===== config.mk =====
export PLATFORM = sky130hd
export DESIGN_NAME = ram_fifo_ctrl
export DESIGN_NICKNAME = d
export VERILOG_FILES = /design/src/rtl/ram_fifo_ctrl.sv
export SDC_FILE = /design/constraint.sdc
export NUM_CORES = 1
export LEC_CHECK = 0
export ABC_AREA = 0
export CAP_MARGIN = 10
export CELL_PAD_IN_SITES_DETAIL_PLACEMENT = 0
export CELL_PAD_IN_SITES_GLOBAL_PLACEMENT = 1
export CORE_MARGIN = 3
export CORE_UTILIZATION = 33
export CTS_BUF_LIST = sky130_fd_sc_hd__clkbuf_8
export CTS_CLUSTER_DIAMETER = 150
export DETAILED_ROUTE_END_ITERATION = 8
export PLACE_DENSITY_LB_ADDON = 0.1
export SYNTH_ARGS = -nofsm -noshare
export SYNTH_HDL_FRONTEND = slang
export SYNTH_SLANG_ARGS = --single-unit

===== constraint.sdc =====
create_clock -name clk -period 4.4 [get_ports clk]
set_input_delay 0.88 -clock clk [delete_from_list [all_inputs] [get_ports clk]]
set_output_delay 0.88 -clock clk [all_outputs]
set_load 0.01 [all_outputs]

===== src/rtl/ram_fifo_ctrl.sv =====
// FIFO controller that runs a single-port sync RAM as DEPTH-word storage, plus one output register word.
// Push to rd_valid takes 2 edges; reads take the RAM port first, dropping wr_ready while a read issues or when full.
module ram_fifo_ctrl #(
   parameter int DATA_W = 8,
   parameter int ADDR_W = 3
) (
   input  logic              clk,
   input  logic              rst,
   input  logic              wr_valid,
   output logic              wr_ready,
   input  logic [DATA_W-1:0] wr_data,
   output logic              rd_valid,
   input  logic              rd_ready,
   output logic [DATA_W-1:0] rd_data,
   output logic [ADDR_W:0]   level,
   output logic              ram_en,
   output logic              ram_we,
   output logic [ADDR_W-1:0] ram_addres,
   output logic [DATA_W-1:0] ram_data_in,
   input  logic [DATA_W-1:0] ram_data_out
);
   localparam int DEPTH = 2**ADDR_W;
   localparam logic [ADDR_W:0]   FULL_CNT = DEPTH[ADDR_W:0];
   localparam logic [ADDR_W:0]   CNT_ONE  = {{ADDR_W{1'b0}}, 1'b1};
   localparam logic [ADDR_W-1:0] PTR_ONE  = {{(ADDR_W-1){1'b0}}, 1'b1};

   typedef enum logic [0:0] {
      IDLE    = 1'b0,
      RD_WAIT = 1'b1
   } state_t;

   state_t            state;
   state_t            state_nxt;
   logic [ADDR_W-1:0] wr_ptr;
   logic [ADDR_W-1:0] rd_ptr;
   logic [ADDR_W:0]   ram_count;
   logic              out_valid;
   logic              read_issue;
   logic              write_issue;
   logic              pop;

   // A read is only worth issuing when its result has somewhere to land on the capture edge.
   assign read_issue  = !rst && (state == IDLE) && (ram_count != '0) && (!out_valid || rd_ready);
   assign wr_ready    = !rst && (ram_count != FULL_CNT) && !read_issue;
   assign write_issue = wr_valid && wr_ready;
   assign pop         = out_valid && rd_ready;
   assign rd_valid    = out_valid;

   assign level = ram_count
                + {{ADDR_W{1'b0}}, out_valid}
                + {{ADDR_W{1'b0}}, (state == RD_WAIT)};

   always_ff @(posedge clk) begin
      if (rst) begin
         state <= IDLE;
      end else begin
         state <= state_nxt;
      end
   end

   always_comb begin
      state_nxt = state;
      case (state)
         IDLE:    if (read_issue) state_nxt = RD_WAIT;
         RD_WAIT: state_nxt = IDLE;
         default: state_nxt = IDLE;
      endcase
   end

   always_comb begin
      ram_en      = 1'b0;
      ram_we      = 1'b0;
      ram_addres  = rd_ptr;
      ram_data_in = wr_data;
      if (read_issue) begin
         ram_en = 1'b1;
      end else if (write_issue) begin
         ram_en     = 1'b1;
         ram_we     = 1'b1;
         ram_addres = wr_ptr;
      end
   end

   // Read and write issue are mutually exclusive, so the count moves by at most one.
   always_ff @(posedge clk) begin
      if (rst) begin
         wr_ptr    <= '0;
         rd_ptr    <= '0;
         ram_count <= '0;
      end else begin
         if (read_issue) begin
            rd_ptr    <= rd_ptr + PTR_ONE;
            ram_count <= ram_count - CNT_ONE;
         end else if (write_issue) begin
            wr_ptr    <= wr_ptr + PTR_ONE;
            ram_count <= ram_count + CNT_ONE;
         end
      end
   end

   // out_valid is always low in RD_WAIT, so a capture never collides with a pop.
   always_ff @(posedge clk) begin
      if (rst) begin
         out_valid <= 1'b0;
         rd_data   <= '0;
      end else if (state == RD_WAIT) begin
         out_valid <= 1'b1;
         rd_data   <= ram_data_out;
      end else if (pop) begin
         out_valid <= 1'b0;
      end
   end

endmodule


== After elaboration in Yosys (flattened, before gate mapping) ==
Index checks and enable logic that the tools add are counted.

* Output and inout port bits: 27
* Input port bits: 20
* Register bits after elaboration: 20

* Eq/ne operators: 1
* Bitwise gates (word level): 2
* Mux-type cells: 11
* Add/subtract/negate cells: 6
* Reduce and logical (&&, ||, !) cells: 15

{| class="wikitable"
|+ Operators by type and width
! kind !! count
|-
| 4-bit by 1-bit adder with 4-bit output || 2
|-
| 4-bit two-way mux || 2
|-
| 1-bit logical AND || 7
|-
| 3-bit by 1-bit adder with 3-bit output (second input constant) || 2
|-
| 1-bit two-way mux || 6
|-
| 3-bit two-way mux || 2
|-
| 4-bit by 1-bit adder with 4-bit output (second input constant) || 1
|-
| 4-bit != test (second input constant) || 1
|-
| 2-bit nonzero test || 2
|-
| 4-bit nonzero test || 1
|-
| 4-bit by 1-bit subtractor with 4-bit output (second input constant) || 1
|-
| 1-bit zero test || 3
|-
| 1-bit inverter || 2
|-
| 1-bit one-hot mux with 2 select lines || 1
|-
| 2-bit AND reduction || 1
|-
| 1-bit logical OR || 1
|}

== Depth between registers and ports, before layout ==
Gate-level depths: netlist of the first run.

* Depth after elaboration: 9
* Mapped depth: 10
* Depth with buffers taken out: 9

== Worst setup path before layout of the first run ==
No wires, ideal clock.

* Path kind: input to output
* Start point: in rst
* End point: out ram_addres[0]
* Arrival time: 2.085 ns
* Path buffers: 1
* Required time: 3.520 ns
* Path slack: 1.435 ns
* Cell stages on the path: 4
* Cell sequence: or4_1 buf_6 nand2_1 mux2_2

* Cells in the longest elaborated chain, start to end: 9
* Elaborated cells on any way between the ends: 10
* Those cells by class: mux (2); reduce/logical (8)

{| class="wikitable"
|+ Ends and longest elaborated chain
! what !! RTL line !! RTL
|-
| start: declaration || 8 || <nowiki>input logic rst,</nowiki>
|-
| 1-bit zero test * || 43, 44 ||
|-
| 1-bit logical AND (3 in series) || 43 || <nowiki>assign read_issue = !rst && (state == IDLE) && (ram_count != '0) && (!out_valid || rd_ready);</nowiki>
|-
| 1-bit zero test || 44 || <nowiki>assign wr_ready = !rst && (ram_count != FULL_CNT) && !read_issue;</nowiki>
|-
| 1-bit logical AND || 44 ||
|-
| 1-bit logical AND || 45 || <nowiki>assign write_issue = wr_valid && wr_ready;</nowiki>
|-
| 3-bit two-way mux || 77 || <nowiki>end else if (write_issue) begin</nowiki>
|-
| 3-bit two-way mux * || 75 || <nowiki>if (read_issue) begin</nowiki>
|-
| end: declaration || 18 || <nowiki>output logic [ADDR_W-1:0] ram_addres,</nowiki>
|}

Mark *: on every way between the ends. The rest lies on a longest branch, timed or not.

== Worst setup path in the final report of the first run ==
* Start point: in rd_ready
* End point: out ram_addres[0]

* Cells in the longest elaborated chain, start to end: 7

{| class="wikitable"
|+ Ends and longest elaborated chain
! what !! RTL line !! RTL
|-
| start: declaration || 13 || <nowiki>input logic rd_ready,</nowiki>
|-
| 1-bit logical OR * || 43 ||
|-
| 1-bit logical AND * || 43 ||
|-
| 1-bit zero test || 44 ||
|-
| 1-bit logical AND || 44 ||
|-
| 1-bit logical AND || 45 ||
|-
| 3-bit two-way mux || 77 ||
|-
| 3-bit two-way mux * || 75 ||
|}

Marked as above.

==> impl_metrics.json, run 1 <==
{
  "p_leak_nw": 0.587,
  "vdd_drop_max_mv": 0.222,
  "area_delta_synth_final_pct": 32.0,
  "cts.sinks": 20,
  "setup_viol": 0,
  "tns_ns": 0,
  "drc": 0,
  "end_kind": "output pin",
  "synthTopCellsByArea": "dfxtp_1 (38%), mux2i_1 (8.6%), nor2_1 (6.4%)",
  "netlist_top_cells_count": "dfxtp_1 (20), nor2_1 (18), mux2i_1 (9), buf_4 (8), inv_1 (8)",
  "grt_max_degree": 22,
  "drt_iter0_drc": 14,
  "fmax_mhz": 259,
  "crit_top_cell": "clkdlybuf4s50_1",
  "io_buffer_count": 30,
  "layout.cells.non_filler": 179,
  "syn_inst": 113,
  "dpl.hpwl_microns": 1550,
  "slowest_stage": "or4_1",
  "drtPass1Iterations": 3,
  "grt_overflow": 0,
  "crit_path_cell_trace": "clkdlybuf4s50_1 > nor2b_1 > or4_1 > nand2_1 > mux2_2 > clkdlybuf4s50_1",
  "drt-total-wl_microns": 2050,
  "cts_tree": "yes",
  "die_height_microns": 62.4,
  "synth_seq_cells": 20,
  "p_per_area_nw_per_um2": 602,
  "nets": 165,
  "cp.arrival_ns": 2.98,
  "synth_edf_count": 0,
  "finalMaxSlewViolations": 0,
  "hold_buffers": 0,
  "fin_crit_ns": 3.86,
  "die_w_microns": 62.4,
  "slew_headroom_pct": 64.5,
  "path_delay_family": "buffers and inverters",
  "synthArstFlopShare_pct": 0,
  "avgRoutedWirePerCell_microns": 11.5,
  "synth_area_leader_cell": "dfxtp_1",
  "ys_warn_count": 0,
  "grt_pass1_vias": 806,
  "ant_nets": 0,
  "critPathBufInv": 2,
  "clockBufferDepth": 2,
  "clock_skew_ns": 0.00334,
  "viasPerCell": 4.45,
  "crit_type": "in2out",
  "coreArea_sq_um": 2900,
  "path_max_fanout": 6,
  "gp_congestion": 0.735,
  "htreeDepth": 1,
  "cts_made_buffers": 3,
  "status": "complete, no violations",
  "layout-drive-gt1-share_pct": 9.49,
  "yosysTopAreaCellShare_pct": 38.1,
  "dp.cells": 175,
  "rows": 19,
  "track_usage_pct": 11.0,
  "clock-root-buffer": "clkbuf_8",
  "hp-class": "reg2reg",
  "worst_path_largest_cell_delay_ns": 0.51,
  "synthesis.nets": 140,
  "pin_count": 47,
  "dieArea_sq_um": 3900,
  "diodes": 0,
  "num-fill-cells": 302,
  "synth_ff_type": "dfxtp_1",
  "ys_seq_area_share_pct": 38.1,
  "rsz0062_at_grt": "false",
  "cts_resized": 0,
  "grt_pass1_wl_microns": 3550,
  "final-hold-violation-count": 0,
  "power_mw": 0.836,
  "syn-mean-instance-area_sq_um": 9.30,
  "syn_area_sq_um": 1050,
  "clk_pin_slew_ns": 0.07,
  "insertion_delay_ns": 0.25,
  "postCtsSetupRepairBufs": 0,
  "worst_slew_pin_slew_ns": 0.531,
  "synth_most_common_cell": "dfxtp_1",
  "antenna_found_initial": 0,
  "start_kind": "input port",
  "worstPathRequired_ns": 3.52,
  "synth_cell_types": 28,
  "period_share_pct": 87.8,
  "drv_cap": 0,
  "vias": 797,
  "start_util_pct": 36.2
}
## report_power, final
group          switching [mW]  internal [mW]  leakage, nW  total, mW
Clock                  0.0576         0.0795       0.0288      0.137
Sequential             0.0575          0.228        0.164      0.285
Combinational           0.180          0.233        0.395      0.413
## cells in the final DEF, fill, tap and decap left out
cell             netlist  final
clkdlybuf4s50_1        0     30
clkinv_4               1      1
nor3b_1                2      2
inv_1                  8      8
nor3_1                 1      1
nor2_1                18     18
nor4b_1                1      1
a211oi_2               1      1
xnor2_1                3      3
or3_1                  1      1
nand2_1                6      6
nor4_1                 1      1
a211oi_1               1      1
buf_4                  8      3
or2_4                  1      1
and3_1                 2      2
xor2_1                 5      5
a21oi_1                3      3
fa_1                   2      2
ha_1                   5      5
or4_1                  1      1
dfxtp_1               20     20
nand3_1                3      3
mux2_2                 3      3
clkbuf_8               0      4
nor2b_1                1      1
mux2i_1                9      9
o21ai_1                1      1
## cell families (layout without fill, tap and decap cells)
family | after synthesis | after routing | synth area share, %
AOI/OAI and AO/OA | 6 | 6 | 3.81
xor gates and xnor gates | 8 | 8 | 6.67
buffers and inverters | 22 | 46 | 12.6
adders and majority gates | 7 | 7 | 9.76
DFF | 20 | 20 | 38.1
muxes | 12 | 12 | 11.8
and+or+nand+nor | 38 | 38 | 17.3
## final cells by class
type	instances	area [sq um]	area share, %
Inverter	9	38.8	2.80
Clock buffer	4	55.1	3.97
Sequential cell	20	400	28.9
Multi-Input combinational cell	71	518	37.3
Timing Repair Buffer	33	323	23.3
Tap cell	42	52.6	3.79
## worst reg2reg max path: stages (launching register included)
cell	delay [ns]
dfxtp_1	0.48
or4_1	0.63
buf_4	0.20
clkinv_4	0.07
ha_1	0.25
a21oi_1	0.15
nand2_1	0.08
and3_1	0.19
o21ai_1	0.11
nor3b_1	0.17
## metal layers
layer,up-vias,track usage [%],wire (microns)
li1,408,-,-
met1,360,13.7,996
met2,25,17.6,903
met3,4,4.32,137
met4,0,3.03,13
met5,-,0,0
## stage by stage
stage	setup WS, ns	hold WS (ns)	cell area (sq um)	utilization, %
floorplan	1.44	0.450	1050	-
global placement	0.548	0.471	1330	45.9
detailed placement	0.547	0.475	1330	45.9
CTS	0.526	0.486	1390	47.8
global route	0.423	0.514	1390	47.8
finish	0.538	0.484	1390	47.8
## sequential cells by signal (all words and copies together), names as in the netlist
name       cells
ram_count      4
rd_data        8
state          1
rd_valid       1
rd_ptr         3
wr_ptr         3
## final timing paths
| kind | depth (start not counted) | startpoint | endpoint | slack, ns |
|---|---|---|---|---|
| worst max-delay path | 6 | rd_ready | ram_addres[0] | 0.54 |
| worst min-delay path | 2 | wr_ptr[1] | wr_ptr[1] | 0.48 |
| worst max register to register | 9 | state | ram_count[3] | 1.99 |
| worst min register to register | 2 | wr_ptr[1] | wr_ptr[1] | 0.48 |
Power figures use the tool's default switching activity.
==> run 2, diff against run 1 <==
Settings changed: MAX_ROUTING_LAYER set to met4.
==> results of run 2 <==
The final DEF is identical to that of run 1; final timing and power are the same.
Among the figures that moved: final weighted congestion in routability-driven placement 0.735 -> 0.744; overall routing resource usage 11.0% -> 11.3%
